File: config.mk
export PLATFORM = sky130hd
export DESIGN_NAME = shift_exec_stage
export DESIGN_NICKNAME = d
export VERILOG_FILES = /design/src/rtl/shift_pkg.sv /design/src/rtl/shift_exec_stage_bit_reverse32.sv /design/src/rtl/shift_exec_stage_shift_right32.sv /design/src/rtl/shift_exec_stage.sv
export SDC_FILE = /design/constraint.sdc
export NUM_CORES = 1
export LEC_CHECK = 0
export ABC_AREA = 0
export CAP_MARGIN = 20
export CORE_MARGIN = 2
export CORE_UTILIZATION = 55
export DETAILED_ROUTE_END_ITERATION = 7
export DONT_BUFFER_PORTS = 1
export PLACE_DENSITY = 0.79
export REMOVE_ABC_BUFFERS = 1
export SETUP_SLACK_MARGIN = 0.5
export SKIP_CTS_REPAIR_TIMING = 1
export SYNTH_ARGS = -nofsm -noshare
export SYNTH_HDL_FRONTEND = slang
export SYNTH_HIERARCHICAL = 1
export SYNTH_SLANG_ARGS = --single-unit
File: constraint.sdc
create_clock -name clock -period 3.5 [get_ports clock]
set_clock_uncertainty 0.15 [all_clocks]
set_input_delay 0 -clock clock [delete_from_list [all_inputs] [get_ports clock]]
set_output_delay 0 -clock clock [all_outputs]
set_load 0.005 [all_outputs]
File: src/rtl/shift_pkg.sv
// Shared constants, opcode decode and pipeline bundles
// for the shift execute stage.
package shift_pkg;

  localparam int XLEN = 32;
  localparam int REGW = 5;

  localparam logic [2:0] OP_SLL  = 3'b000;
  localparam logic [2:0] OP_SRL  = 3'b001;
  localparam logic [2:0] OP_SRA  = 3'b010;
  localparam logic [2:0] OP_SLLV = 3'b100;
  localparam logic [2:0] OP_SRLV = 3'b101;
  localparam logic [2:0] OP_SRAV = 3'b110;

  typedef struct packed {
    logic legal;
    logic is_left;
    logic is_arith;
    logic is_var;
  } op_dec_t;

  typedef struct packed {
    logic [XLEN-1:0] opnd;
    logic [4:0]      amt;
    logic            is_left;
    logic            fill_sign;
    logic            legal;
    logic [REGW-1:0] rd;
    logic            we;
  } s1_t;

  typedef struct packed {
    logic [XLEN-1:0] result;
    logic [REGW-1:0] rd;
    logic            we;
  } s2_t;

  function automatic op_dec_t decode_op(
    input logic [2:0] op
  );
    op_dec_t d;
    d = '0;
    unique case (op)
      OP_SLL:  d = '{1'b1, 1'b1, 1'b0, 1'b0};
      OP_SRL:  d = '{1'b1, 1'b0, 1'b0, 1'b0};
      OP_SRA:  d = '{1'b1, 1'b0, 1'b1, 1'b0};
      OP_SLLV: d = '{1'b1, 1'b1, 1'b0, 1'b1};
      OP_SRLV: d = '{1'b1, 1'b0, 1'b0, 1'b1};
      OP_SRAV: d = '{1'b1, 1'b0, 1'b1, 1'b1};
      default: d = '0;
    endcase
    return d;
  endfunction

endpackage

File: src/rtl/shift_exec_stage_bit_reverse32.sv
// Pure wiring: bit i of the output is bit 31-i
// of the input.
module bit_reverse32 (
  input  logic [31:0] a,
  output logic [31:0] y
);

  always_comb begin
    y = '0;
    for (int i = 0; i < 32; i++) begin
      y[i] = a[31-i];
    end
  end

endmodule

File: src/rtl/shift_exec_stage_shift_right32.sv
// 32-bit logical right barrel shifter,
// five log2 stages.
module shift_right32 (
  input  logic [31:0] a,
  input  logic [4:0]  amt,
  output logic [31:0] y
);

  always_comb begin
    y = a;
    for (int i = 0; i < 5; i++) begin
      if (amt[i]) begin
        y = y >> (1 << i);
      end
    end
  end

endmodule

File: src/rtl/shift_exec_stage.sv
// Two-stage shift execute unit: S1 selects and
// pre-conditions, S2 shifts, fills and registers.
module shift_exec_stage
  import shift_pkg::*;
(
  input  logic            clock,
  input  logic            reset,
  input  logic            flush,
  input  logic            in_valid,
  output logic            in_ready,
  input  logic [2:0]      in_op,
  input  logic [XLEN-1:0] in_rs,
  input  logic [XLEN-1:0] in_rt,
  input  logic [4:0]      in_shamt,
  input  logic [REGW-1:0] in_rd,
  output logic            out_valid,
  input  logic            out_ready,
  output logic [XLEN-1:0] out_result,
  output logic [REGW-1:0] out_rd,
  output logic            out_we
);

  s1_t             s1_q, s1_d;
  s2_t             s2_q, s2_d;
  logic            s1_valid_q, s1_valid_d;
  logic            s2_valid_q, s2_valid_d;
  op_dec_t         dec;
  logic            s2_adv;
  logic            accept;
  logic [XLEN-1:0] rt_rev;
  logic [XLEN-1:0] shr;
  logic [XLEN-1:0] r;
  logic [XLEN-1:0] r_rev;
  logic [XLEN-1:0] res;
  logic            unused_rs;

  assign unused_rs = ^in_rs[XLEN-1:5];
  assign dec       = decode_op(in_op);
  assign s2_adv    = !s2_valid_q || out_ready;
  assign in_ready  = !flush
                   && (!s1_valid_q || s2_adv);
  assign accept    = in_valid && in_ready;

  bit_reverse32 u_rev_in (
    .a (in_rt),
    .y (rt_rev)
  );

  always_comb begin
    s1_d = s1_q;
    if (accept) begin
      s1_d.opnd      = dec.is_left ? rt_rev : in_rt;
      s1_d.amt       = dec.is_var ? in_rs[4:0]
                                  : in_shamt;
      s1_d.is_left   = dec.is_left;
      s1_d.fill_sign = dec.is_arith && in_rt[31];
      s1_d.legal     = dec.legal;
      s1_d.rd        = in_rd;
      s1_d.we        = dec.legal && (in_rd != '0);
    end
  end

  always_comb begin
    s1_valid_d = s1_valid_q;
    if (flush) begin
      s1_valid_d = 1'b0;
    end else if (accept) begin
      s1_valid_d = 1'b1;
    end else if (s2_adv) begin
      s1_valid_d = 1'b0;
    end
  end

  shift_right32 u_shr (
    .a   (s1_q.opnd),
    .amt (s1_q.amt),
    .y   (shr)
  );

  always_comb begin
    r = shr;
    if (s1_q.fill_sign) begin
      r = shr | ~({XLEN{1'b1}} >> s1_q.amt);
    end
  end

  bit_reverse32 u_rev_out (
    .a (r),
    .y (r_rev)
  );

  always_comb begin
    res = '0;
    if (s1_q.legal) begin
      res = s1_q.is_left ? r_rev : r;
    end
  end

  always_comb begin
    s2_d = s2_q;
    if (s2_adv && s1_valid_q) begin
      s2_d.result = res;
      s2_d.rd     = s1_q.rd;
      s2_d.we     = s1_q.we;
    end
  end

  always_comb begin
    s2_valid_d = s2_valid_q;
    if (flush) begin
      s2_valid_d = 1'b0;
    end else if (s2_adv) begin
      s2_valid_d = s1_valid_q;
    end
  end

  always_ff @(posedge clock) begin
    if (reset) begin
      s1_q       <= '0;
      s2_q       <= '0;
      s1_valid_q <= 1'b0;
      s2_valid_q <= 1'b0;
    end else begin
      s1_q       <= s1_d;
      s2_q       <= s2_d;
      s1_valid_q <= s1_valid_d;
      s2_valid_q <= s2_valid_d;
    end
  end

  assign out_valid  = s2_valid_q;
  assign out_result = s2_q.result;
  assign out_rd     = s2_q.rd;
  assign out_we     = s2_q.we;

endmodule

==> flow_summary.yaml <==
power:
  switching_power_mw: 0.855
  intPower_mw: 1.83
  p_clk_share_pct: 34.1
  power.total_mw: 2.69
  leakage_nw: 2.54
  power.density_nw_per_um2: 373
  p_sw_share_pct: 31.8
  ir_worst_vdd_mv: 0.400
  combPwrFrac_pct: 26.0
  seqPwrFrac_pct: 39.9
synth:
  synth_top_cell_area_share_pct: 26.9
  synth-edff-count: 0
  netlist_area_sq_um: 6390
  ys_ff_latch: 86
  synthFlopType: "dfxtp_1"
  ys_seq_area_share_pct: 26.9
  synth_cell_types: 68
  synth.avg_cell_area_sq_um: 8.39
  synthCells: 762
  ys.warnings.count: 6
  synth_top_cell_by_area: "dfxtp_1"
  synthTopCellsByArea: "dfxtp_1, buf_4, mux4_2"
  synthArstFlopShare_pct: 0
drt:
  post-route-drc-count: 0
  wl_per_cell_um: 21.5
  drt_pass1_iterations: 7
  dr.first_iter.drc_count: 544
  routed_wirelength_um: 19400
  antenna_left: 0
  vias: 6076
  viasPerCell: 6.71
die:
  die_area_sq_um: 12500
  die_width_um: 112
  rows: 39
  design.core.area_sq_um: 11400
  pin_count: 122
  chipHeight_um: 112
  initial_core_util_pct: 56.2
global_route:
  grt_overflow: 0
  use_met2_pct: 43.1
  grt_pass1_wl_um: 26700
  grt_busiest_layer: "met2"
  use_met1_pct: 34.1
  grtUsageMet3_pct: 6.42
  grt_pass1_vias: 5200
  antenna_found_initial: 0
  grt_max_degree: 84
  track_usage_pct: 26.0
sta:
  tightest_slew_ps: 1100
  drv_slew: 0
  fin_setup_tns_ps: 0
  finalWorstSetupSlack_ps: 395
  holdWs_ps: -26.3
  timing.fmax_ghz: 0.322
  post-route-min-period_ps: 3110
  period_share_pct: 88.7
  rsz0062_at_grt: "false"
  setup_viol: 0
  hold_violations: 1
  relSlewSlack_pct: 26.6
final_layout:
  antennaDiodeCount: 0
  areaGrowthSynthToFinish_pct: 12.7
  final_cell_mix: "dlygate4sd3_1, nand2_1, dfxtp_1"
  num-nets-final: 839
  post-route-util_pct: 63.4
  drive_above_1_share_pct: 13.9
  final_common_cell: "dlygate4sd3_1"
critical_path:
  cp_data_arrival_time_ps: 3250
  crit_top_cell: "dlygate4sd3_1"
  critPathKind: "primary input to flop"
  crit_family: "buffers and inverters"
  startpoint: "in_op[0]"
  reg2reg_from: "s1_q[9]"
  cp.required_ps: 3650
  path_buf_inv: 3
  start_kind: "primary input"
  cp_slowest_cell: "dlygate4sd3_1"
  crit_path_cell_trace: "dlygate4sd3_1 -> nor2_2 -> nand2_1 -> dlygate4sd3_1 -> a311oi_1 -> dlygate4sd3_1"
  worstPathMaxFanout: 34
  end_kind: "flop"
  max_stage_delay_ps: 930
clocking:
  clk_pin_slew_ps: 70
  cts_root_buf: "clkbuf_16"
  cts.sinks: 86
  h-tree-depth: 3
  cts_tree: "yes"
  clk_path_buf_depth: 2
  clk_latency_ps: 360
  cts_inserted_buffers: 9
run_status:
  status: "complete, but fails checks"
  violations: "hold timing"
placed_design:
  io_buffers: 0
  post-dp-hpwl_um: 11900
  place.gp.congestion: 0.967
  place_ws_ps: 558
min_path:
  hp-class: "primary input to flop"
  hp-start: "in_op[1]"
run:
  cap_violations: 0
## sequential cells by signal, summed over array words and instances, names as in the netlist
register and cells:
out_rd 5, out_result 32, out_valid 1, out_we 1, s1_q 46, s1_valid_q 1
## cells by family (layout without fill, tap and decap cells)
group | after synthesis | count (layout) | share of synthesized area, %
AO/OA/AOI/OAI | 233 | 233 | 25.8
buffers and inverters | 138 | 138 | 13.2
flip-flops | 86 | 86 | 26.9
multiplexers | 74 | 74 | 17.4
AND/OR/NAND/NOR | 231 | 231 | 16.6
## metal layers
layer	routed length (um)	part of all wire (%)
met5	0	0
met4	632	3.3
met3	1280	6.6
met2	9600	49
met1	7910	41
## power groups by stage
| stage | combinational, mW | sequential (mW) | clock, mW |
|---|---|---|---|
| final | 0.701 | 1.07 | 0.916 |
| after global routing | 0.753 | 1.08 | 0.963 |
| after CTS | 0.555 | 1.07 | 0.913 |
| after detailed placement | 0.552 | 1.09 | 0 |
| after global placement | 0.539 | 1.09 | 0 |
| after floorplan | 0.388 | 1.10 | 0 |
## metrics by stage
stage | std cells | instance area, sq um
4_1_cts | 806 | 6170
6_report | 905 | 7200
3_3_place_gp | 790 | 5890
3_5_place_dp | 790 | 5890
2_1_floorplan | 629 | 5570
5_1_grt | 905 | 7200
## final timing paths
path | endpoint | slack [ps] | cells past startpoint
worst max-delay path | s1_q[28] | 390 | 6
worst min-delay path | s1_q[8] | -30 | 4
worst max register to register | out_result[9] | 610 | 8
worst min register to register | out_we | 310 | 2
## area by class of cell
class / count / area, sq um
Clock inverter: 7 / 57.6
Clock buffer: 9 / 225
Sequential cell: 86 / 1730
Tap cell: 143 / 179
Fill cell: 907 / 4170
Multi-Input combinational cell: 538 / 3840
Inverter: 5 / 18.8
Timing Repair Buffer: 117 / 1160
## worst reg2reg max path, delay by kind of cell, from the launching register on
| kind | cells | cell delay (ps) |
|---|---|---|
| DFF | 1 | 420 |
| muxes | 3 | 1200 |
| buffers and inverters | 1 | 210 |
| and+or+nand+nor | 1 | 70 |
| AOI/OAI and AO/OA | 3 | 740 |
## cell usage after synthesis (6+ instances only)
cell type	count
a211oi_1	12
a21o_1	6
a21oi_1	36
a22o_1	11
a22oi_1	7
a311oi_1	32
buf_1	7
buf_2	18
buf_4	69
clkbuf_1	34
dfxtp_1	86
mux2_2	25
mux2i_1	23
mux4_1	6
mux4_2	19
nand2_1	90
nand2b_1	14
nor2_1	68
nor3_1	16
o211ai_1	8
o21ai_0	52
o21bai_1	8
o22ai_1	7
o2bb2ai_1	12
or2_2	13
Note: power is estimated with default switching activity, not from simulation.
